## src/rtl/ps2_rx_fifo.sv

```systemverilog
// PS/2 device-to-host receiver: synchroniser, clock deglitch filter, frame FSM and FWFT scan-code FIFO.
// Optional build macro PS2_PREFIX_DECODE_EN folds E0/F0 prefixes into the ext/brk bits of the next code.
module ps2_rx_fifo #(
    parameter int SYNC_STAGES = 2,
    parameter int FILTER_LEN  = 4,
    parameter int FIFO_DEPTH  = 8,
    parameter int TIMEOUT_CYC = 5000
) (
    input  logic                          clk,
    input  logic                          rst,
    input  logic                          ps2c,
    input  logic                          ps2d,
    input  logic                          rd_en,
    output logic [9:0]                    rd_data,
    output logic                          empty,
    output logic                          full,
    output logic [$clog2(FIFO_DEPTH):0]   count,
    output logic                          frame_err,
    output logic                          overflow
);

    localparam int AW = $clog2(FIFO_DEPTH);
    localparam int CW = AW + 1;
    localparam int TW = $clog2(TIMEOUT_CYC + 1);

    typedef enum logic [1:0] {
        IDLE,
        DATA,
        CHECK
    } state_t;

    logic [SYNC_STAGES-1:0] c_sync, d_sync;
    logic [FILTER_LEN-1:0]  c_hist, d_hist;
    logic                   c_filt;
    logic                   fall_edge;
    logic                   edge_bit;

    state_t                 state;
    logic [3:0]             bit_cnt;
    logic [TW-1:0]          to_cnt;
    logic [9:0]             frame;

    logic [9:0]             mem [FIFO_DEPTH];
    logic [AW-1:0]          wr_ptr, rd_ptr;

    logic                   frame_good;
    logic [7:0]             code;
    logic                   pop;
    logic                   push_req;
    logic [9:0]             push_word;
    logic                   drop;

`ifdef PS2_PREFIX_DECODE_EN
    logic                   ext_pend, brk_pend;
`endif

    always_ff @(posedge clk or posedge rst) begin
        if (rst) begin
            c_sync <= '1;
            d_sync <= '1;
        end else begin
            c_sync[0] <= ps2c;
            d_sync[0] <= ps2d;
            for (int i = 1; i < SYNC_STAGES; i++) begin
                c_sync[i] <= c_sync[i-1];
                d_sync[i] <= d_sync[i-1];
            end
        end
    end

    // Data history runs alongside the clock history so the sampled bit lines up
    // with the first low clock sample of the qualifying window.
    always_ff @(posedge clk or posedge rst) begin
        if (rst) begin
            c_hist    <= '1;
            d_hist    <= '1;
            c_filt    <= 1'b1;
            fall_edge <= 1'b0;
            edge_bit  <= 1'b0;
        end else begin
            c_hist[0] <= c_sync[SYNC_STAGES-1];
            d_hist[0] <= d_sync[SYNC_STAGES-1];
            for (int i = 1; i < FILTER_LEN; i++) begin
                c_hist[i] <= c_hist[i-1];
                d_hist[i] <= d_hist[i-1];
            end
            fall_edge <= 1'b0;
            if (c_filt && (c_hist == '0)) begin
                c_filt    <= 1'b0;
                fall_edge <= 1'b1;
                edge_bit  <= d_hist[FILTER_LEN-1];
            end else if (!c_filt && (&c_hist)) begin
                c_filt <= 1'b1;
            end
        end
    end

    assign code       = frame[7:0];
    assign frame_good = (^frame[8:0]) && frame[9];
    assign empty      = (count == '0);
    assign full       = (count == CW'(FIFO_DEPTH));
    assign pop        = rd_en && !empty;
    assign drop       = push_req && full && !pop;
    assign rd_data    = empty ? 10'd0 : mem[rd_ptr];

    always_comb begin
        push_req  = 1'b0;
        push_word = '0;
        if (state == CHECK && frame_good) begin
`ifdef PS2_PREFIX_DECODE_EN
            if (code != 8'hE0 && code != 8'hF0) begin
                push_req  = 1'b1;
                push_word = {ext_pend, brk_pend, code};
            end
`else
            push_req  = 1'b1;
            push_word = {2'b00, code};
`endif
        end
    end

    // Frame bits shift in from the top, so after ten edges frame[0] holds data bit 0.
    always_ff @(posedge clk or posedge rst) begin
        if (rst) begin
            state     <= IDLE;
            bit_cnt   <= '0;
            to_cnt    <= '0;
            frame     <= '0;
            frame_err <= 1'b0;
`ifdef PS2_PREFIX_DECODE_EN
            ext_pend  <= 1'b0;
            brk_pend  <= 1'b0;
`endif
        end else begin
            frame_err <= 1'b0;
            case (state)
                IDLE: begin
                    to_cnt <= '0;
                    if (fall_edge) begin
                        if (!edge_bit) begin
                            state   <= DATA;
                            bit_cnt <= '0;
                        end else begin
                            frame_err <= 1'b1;
`ifdef PS2_PREFIX_DECODE_EN
                            ext_pend  <= 1'b0;
                            brk_pend  <= 1'b0;
`endif
                        end
                    end
                end
                DATA: begin
                    if (fall_edge) begin
                        to_cnt <= '0;
                        frame  <= {edge_bit, frame[9:1]};
                        if (bit_cnt == 4'd9) begin
                            state <= CHECK;
                        end else begin
                            bit_cnt <= bit_cnt + 1'b1;
                        end
                    end else if (to_cnt == TW'(TIMEOUT_CYC - 1)) begin
                        to_cnt    <= '0;
                        state     <= IDLE;
                        frame_err <= 1'b1;
`ifdef PS2_PREFIX_DECODE_EN
                        ext_pend  <= 1'b0;
                        brk_pend  <= 1'b0;
`endif
                    end else begin
                        to_cnt <= to_cnt + 1'b1;
                    end
                end
                CHECK: begin
                    state <= IDLE;
                    if (!frame_good) begin
                        frame_err <= 1'b1;
`ifdef PS2_PREFIX_DECODE_EN
                        ext_pend  <= 1'b0;
                        brk_pend  <= 1'b0;
                    end else if (code == 8'hE0) begin
                        ext_pend <= 1'b1;
                    end else if (code == 8'hF0) begin
                        brk_pend <= 1'b1;
                    end else begin
                        ext_pend <= 1'b0;
                        brk_pend <= 1'b0;
`endif
                    end
                end
                default: state <= IDLE;
            endcase
        end
    end

    always_ff @(posedge clk) begin
        if (push_req && !drop) begin
            mem[wr_ptr] <= push_word;
        end
    end

    always_ff @(posedge clk or posedge rst) begin
        if (rst) begin
            wr_ptr   <= '0;
            rd_ptr   <= '0;
            count    <= '0;
            overflow <= 1'b0;
        end else begin
            overflow <= drop;
            if (push_req && !drop) begin
                wr_ptr <= wr_ptr + 1'b1;
            end
            if (pop) begin
                rd_ptr <= rd_ptr + 1'b1;
            end
            if (push_req && !drop && !pop) begin
                count <= count + 1'b1;
            end else if (pop && !(push_req && !drop)) begin
                count <= count - 1'b1;
            end
        end
    end

endmodule
```

## config.mk

```make
export PLATFORM = sky130hd
export DESIGN_NAME = ps2_rx_fifo
export DESIGN_NICKNAME = d
export VERILOG_FILES = /design/src/rtl/ps2_rx_fifo.sv
export SDC_FILE = /design/constraint.sdc
export NUM_CORES = 1
export LEC_CHECK = 0
export ABC_AREA = 1
export CAP_MARGIN = 20
export CORE_MARGIN = 1.5
export CORE_UTILIZATION = 50
export CTS_CLUSTER_SIZE = 40
export DETAILED_ROUTE_END_ITERATION = 8
export GPL_ROUTABILITY_DRIVEN = 0
export PLACE_DENSITY = 0.75
export RECOVER_POWER = 50
export SYNTH_ARGS = -nofsm -noshare
export SYNTH_HDL_FRONTEND = slang
export SYNTH_SLANG_ARGS = --single-unit
```

## constraint.sdc

```tcl
create_clock -name clk -period 6.9 [get_ports clk]
set_input_delay 1.38 -clock clk [delete_from_list [all_inputs] [get_ports clk]]
set_output_delay 1.38 -clock clk [all_outputs]
set_load 0.01 [all_outputs]
```

==> flow_summary.ini, run 1 <==
[timing]
setup_viol = 0
max_slew_margin_pct = -93.3
maxClockFrequency_mhz = 211
fin_crit_ns = 4.74
hold_violation_count_in_the_final_report = 0
period_share_pct = 68.6
timing.clock.skew_ns = 0.0123
setup-tns-final_ns = 0
worst_pin_slew_ns = 2.90
grt_setup_unrepaired = no
timing.final.max_slew_violations = 57

[die]
start_util_pct = 51.3
die_h_microns = 106
die-area_sq_mm = 0.0112
core_sq_mm = 0.0103
top_level_ports = 23
std_cell_rows = 37
fp.dieW_microns = 106

[synth]
synthesis.instances = 511
yosys-top-cells-area = edfxtp_1, dfrtp_1, dfstp_2, nor2_1, nand2_1
synth_top_family_by_area = simple AND/OR/NAND/NOR gates
syn_area_per_cell_sq_um = 10.4
synth_seq_area_share_pct = 63.0
synth.cell_area_sq_mm = 0.00530
ys_seq_elements = 120
post-synth-top-area-fraction_pct = 36.3
synth.area.mux_share_pct = 0
synth.yosys.warnings = 0
yosys.area_share.adder_pct = 2.27
synth.distinct_cells = 40
cell_type_with_the_largest_total_area_after_synthesis = edfxtp_1
synthSimpleGateAreaFrac_pct = 18.0
synth_compound_area_share_pct = 9.33
synth_xor_xnor_area_share_pct = 2.65

[placed_design]
buffer_ports.inserted = 20
place_hpwl_microns = 6950
dpl_cell_area_sq_mm = 0.00562

[route]
highest_routing_layer_actually_used = met4
detailroute.via_count = 3627
wirelength_microns = 10300
detailroute.wirelength.met2_microns = 5190
met1_length_microns = 4470
vias_per_cell = 5.27
met3WireLength_microns = 507
drtPass1Iterations = 5
drt-wirelength-per-cell_microns = 15.0
drt_first_iter_violations = 409
route.antenna.remaining_nets = 0
route.detailed.drc = 0

[cts]
cts-buffers-inserted = 17
cts_tree = built
numClockSinks = 120
cts-resized-gates = 0
worst_skew_pair.late_latency_ns = 0.52
maximum_level_of_the_cts_h_tree = 4
cts_buffer_depth = 2
cts.hold.buffers_added = 0
cts_root_buffer = clkbuf_8
post-cts-setup-buffers = 0
cts.clk_slew.worst_paths_ns = 0.06

[setup_path]
timing.reg2reg.setup_slack_ns = 3.82
critPathLaunch = rd_ptr[0]
worstReg2RegStart = state[1]
crit_arrival_ns = 3.36
worstSetupEndpointType = primary output
worst_setup_path_start_kind = flop
worst_r2r_endpoint = count[3]
timing.setup.critical_path_class = reg -> out
data_required_time_at_the_worst_endpoint_ns = 5.52
critical_path_peak_fanout = 34
path_depth_of_the_worst_reg2reg_path = 13

[hold_path]
hold_path_end = c_sync[1]
holdCritPathClass = reg -> reg
min_from = c_sync[0]
hold_path_depth = 0

[status]
failing_checks = max-capacitance violations, max-slew violations
run_status = complete, but fails checks

[global_routing]
grt_usage_pct = 20.0
grt_overflow = 0
number_of_antenna_violations_at_the_first_check_in_global_routing = 0
grt_pass1_wl_microns = 17100
number_of_global_route_vias_before_repair = 3500
grt_start_max_net_pins = 57

[power_and_ir_drop]
power_frac_clock_pct = 51.1
internal_power_uw = 1340
vdd_drop_max_uv = 240
power_density_mw_per_mm2 = 276
share_comb_of_total_power_pct = 3.0
switchingPower_uw = 370
netSwitchingFraction_pct = 21.7
proportion_of_power_drawn_by_flip_flops_and_latches_pct = 45.8
static_leakage_uw = 0.00269

[finish]
layout-area-overhead-vs-synth_pct = 16.8
finalInstanceArea_sq_mm = 0.00619
num_antenna_cells = 0
finalNetCount = 553
drive_above_1_share_pct = 10.7

[run]
max_cap_violations = 1
[cells in the final DEF, fill, tap and decap left out, drive strengths merged, types with 2 or more instances in the layout]
master         netlist  final
nor2                96     96
nand2               83     83
edfxtp              64     64
o21ai               59     59
inv                 50     51
dfrtp               43     43
clkbuf              12     20
clkdlybuf4s50        0     16
nand3               14     14
dfstp               13     13
xor2                10     10
nand4                9      9
o22ai                8      8
a31oi                8      8
ha                   8      8
clkinv               0      8
nor3                 7      7
xnor2                6      6
a21oi                5      5
dlygate4sd3          0      4
o31ai                3      3
bufinv               0      3
nor4                 2      2
o211ai               2      2
conb                 1      2
clkinvlp             0      2
[logic make-up after synthesis]
| family | count (synthesis) |
|---|---|
| other | 1 |
| buffers and inverters | 64 |
| AOI/OAI and AO/OA | 89 |
| adders and majority gates | 9 |
| DFF | 120 |
| and+or+nand+nor | 212 |
| xor gates and xnor gates | 16 |
[synthesized netlist by cell type (all sizes together)]
cell type / n
o31ai: 3
a31o: 1
o41ai: 1
a31oi: 8
or2: 1
fa: 1
o21bai: 1
dfstp: 13
edfxtp: 64
inv: 50
nand4: 9
ha: 8
a21o: 1
nand3: 14
dfrtp: 43
xor2: 10
nor4: 2
clkbuf: 12
buf: 2
a21oi: 5
nor3: 7
xnor2: 6
nor2: 96
o21ai: 59
o22ai: 8
o211ai: 2
conb: 1
nand2: 83
[area by class of cell]
class                      count  area (sq um)
clock buffer                  18           418
inverter                      50           188
multi-input combinational    328          1690
sequential                   120          3340
timing repair buffer          22           208
fill                         836          4140
clock inverter                14           175
tap                          136           170
[registers in the layout (all words and copies together), names as in the netlist]
signal     flops
rd_ptr         3
c_sync         2
frame         10
overflow       1
wr_ptr         3
count          4
state          2
fall_edge      1
d_hist         4
bit_cnt        4
d_sync         2
c_filt         1
edge_bit       1
frame_err      1
c_hist         4
to_cnt        13
mem           64
[power groups by stage]
stage	clock network [uW]	registers (uW)	logic, uW
2_1_floorplan	0	794	39.7
3_3_place_gp	0	796	50.2
3_5_place_dp	0	797	52.4
4_1_cts	885	783	53.6
5_1_grt	914	784	61.5
6_report	873	782	52.0
[per-layer routing]
layer	GRT usage [%]	vias up
li1	-	1775
met1	25.7	1741
met2	32.8	102
met3	4.78	9
met4	7.92	0
met5	0	-
[metrics by stage]
step	util [%]	hold slack [ns]	worst slack (ns)	total power (uW)	cells
after CTS	60.2	0.357	2.23	1720	687
after floorplan	-	0.345	3.87	834	512
final	59.9	0.356	2.16	1710	688
after detailed placement	54.4	0.347	2.79	850	655
after global routing	59.9	0.357	1.87	1760	688
after global placement	54.4	0.346	3.00	846	655
[critical path, cell delays in order (launching register included)]
cell	delay, ns
dfrtp_1	0.92
inv_1	0.65
o21ai_0	0.39
o22ai_1	0.12
o21ai_0	0.19
a31oi_1	0.06
clkdlybuf4s50_1	0.50
[worst max path at each step]
stage	slack (ns)	end	depth (start not counted)
finish	2.16	rd_data[0]	6
global route	1.87	rd_data[0]	6
CTS	2.23	rd_data[0]	6
detailed placement	2.79	rd_data[0]	6
global placement	3.00	rd_data[1]	6
floorplan	3.87	count[3]	13
Power figures use the tool's default switching activity.
==> run 2: changes to the inputs <==
clock period = 4.5 ns   (was 6.9 ns; I/O delays follow)
==> run 2 against run 1 <==
The run still ends with max-capacitance violations, max-slew violations left. Critical path depth grew 1. First-iteration DRC count shrank 48%. Combinational power grew 49%. Critical endpoint is now rd_data[4].
==> flow_summary.ini, run 2 (synthesis gave the netlist of run 1 again) <==
[status]
run_status = complete, but fails checks
failing_checks = max-capacitance violations, max-slew violations

[finish]
finalNetCount = 554
most_common_cell_after_layout_fill_and_taps_aside = nor2_1
largest_register = mem
utilization_pct = 59.8
layout_common_cells = nor2_1, nand2_1, edfxtp_1
drive_above_1_share_pct = 10.8
num_antenna_cells = 0
largest_reg_flops = 64
reg.largest.list = mem (64), to_cnt (13), frame (10)
layout-area-overhead-vs-synth_pct = 16.5

[route]
detailroute.via_count = 3662
drt-wirelength-per-cell_microns = 14.8
route.detailed.drc = 0
met1_length_microns = 4490
vias_per_cell = 5.31
met3WireLength_microns = 462
highest_routing_layer_actually_used = met4
detailroute.wirelength.met2_microns = 5150
route.antenna.remaining_nets = 0
wirelength_microns = 10200
drt_first_iter_violations = 213
drtPass1Iterations = 5

[timing]
setup_viol = 0
maxClockFrequency_mhz = 255
fin_crit_ns = 3.93
setup-tns-final_ns = 0
grt_setup_unrepaired = no
timing.clock.skew_ns = 0.00891
post_route_setup_slack_ns = 0.572
period_share_pct = 87.3
max_slew_margin_pct = -25.3
hold_violation_count_in_the_final_report = 0
timing.final.max_slew_violations = 38
worst_pin_slew_ns = 1.88

[cts]
cts.hold.buffers_added = 0
worst_skew_pair.late_latency_ns = 0.51
post-cts-setup-buffers = 0
cts_root_buffer = clkbuf_8
maximum_level_of_the_cts_h_tree = 4
numClockSinks = 120
cts.clk_slew.worst_paths_ns = 0.06
cts-buffers-inserted = 17
cts-resized-gates = 0
cts_tree = built
cts_buffer_depth = 2

[die]
core_sq_mm = 0.0103
die_h_microns = 106
die-area_sq_mm = 0.0112
top_level_ports = 23
std_cell_rows = 37
start_util_pct = 51.3
fp.dieW_microns = 106

[setup_path]
worstSetupEndpointType = primary output
cpMaxStageDelayCell = inv_1
crit_path_buf_inv_count = 3
timing.setup.critical_path_class = reg -> out
worst_setup_path_start_kind = flop
path_common_cell = o21ai_0
critical_path_peak_fanout = 34
critical-path-max-stage-delay_ns = 0.69
data_required_time_at_the_worst_endpoint_ns = 3.60
cp_cell_sequence = buf_4 -> inv_1 -> o21ai_0 -> o22ai_1 -> o21ai_0 -> a31oi_1 -> clkdlybuf4s50_1
critPathTopFamily = buffers and inverters
crit_arrival_ns = 3.03

[global_routing]
grt_overflow = 0
grt_usage_pct = 19.8
number_of_global_route_vias_before_repair = 3569
grt_start_max_net_pins = 38
grt_pass1_wl_microns = 17100
number_of_antenna_violations_at_the_first_check_in_global_routing = 0

[run]
max_cap_violations = 1

[power_and_ir_drop]
vdd_drop_max_uv = 264
power_density_mw_per_mm2 = 424
static_leakage_uw = 0.00260

[hold_path]
holdCritPathClass = reg -> reg

[placed_design]
place_hpwl_microns = 6780
buffer_ports.inserted = 20
placement.setup.worst_slack_ns = 1.18
run 2: final timing paths:
kind                       startpoint          to  slack, ns  depth (start not counted)
max                         rd_ptr[0]  rd_data[4]       0.57                          7
min                         d_hist[0]   d_hist[1]       0.36                          0
max reg2reg                  frame[5]    count[3]       1.22                         18
min reg2reg                 d_hist[0]   d_hist[1]       0.36                          0
max in group asynchronous         rst    frame[4]       1.34                          3
min in group asynchronous         rst   to_cnt[8]       0.96                          2
run 2: through the flow:
| stage | instance area, sq um | total power (uW) | std cells | hold slack (ns) |
|---|---|---|---|---|
| 2_1_floorplan | 5300 | 1280 | 512 | 0.345 |
| 3_5_place_dp | 5640 | 1310 | 656 | 0.347 |
| 5_1_grt | 6170 | 2700 | 689 | 0.360 |
| 4_1_cts | 6230 | 2650 | 688 | 0.359 |
| 3_3_place_gp | 5620 | 1300 | 655 | 0.346 |
| 6_report | 6170 | 2620 | 689 | 0.357 |
run 2: report_power, final:
group	internal [uW]	total (uW)	switching, uW	leakage, uW
registers	1180	1200	20.3	0.00142
logic	23.7	77.3	53.6	0.000900
clock network	847	1340	493	0.000278
total	2050	2620	567	0.00260
run 2: metal layers:
| metal | GRT usage [%] | vias to the layer above |
|---|---|---|
| li1 | - | 1774 |
| met1 | 25.2 | 1773 |
| met2 | 32.8 | 105 |
| met3 | 5.21 | 10 |
| met4 | 6.85 | 0 |
| met5 | 0 | - |
run 2: worst register-to-register path, cell delays in order, from the launching register on:
cell and delay [ns]:
dfrtp_1 0.42, inv_1 0.13, nand2_1 0.08, nand3_1 0.09
nand3_1 0.11, nand3_1 0.11, nand2_2 0.05, nor2_1 0.43
nand3_1 0.36, inv_1 0.14, ha_1 0.20, inv_1 0.09
ha_1 0.28, a21o_1 0.17, a21oi_1 0.19, nand2_1 0.07
nand2_1 0.06, nor2_1 0.04, xor2_1 0.13
run 2: area by class of cell:
cell class,count,area (sq um)
Fill cell,834,4150
Clock inverter,14,178
Tap cell,136,170
Timing Repair Buffer,23,215
Sequential cell,120,3340
Clock buffer,18,418
Multi-Input combinational cell,328,1660
Inverter,50,188
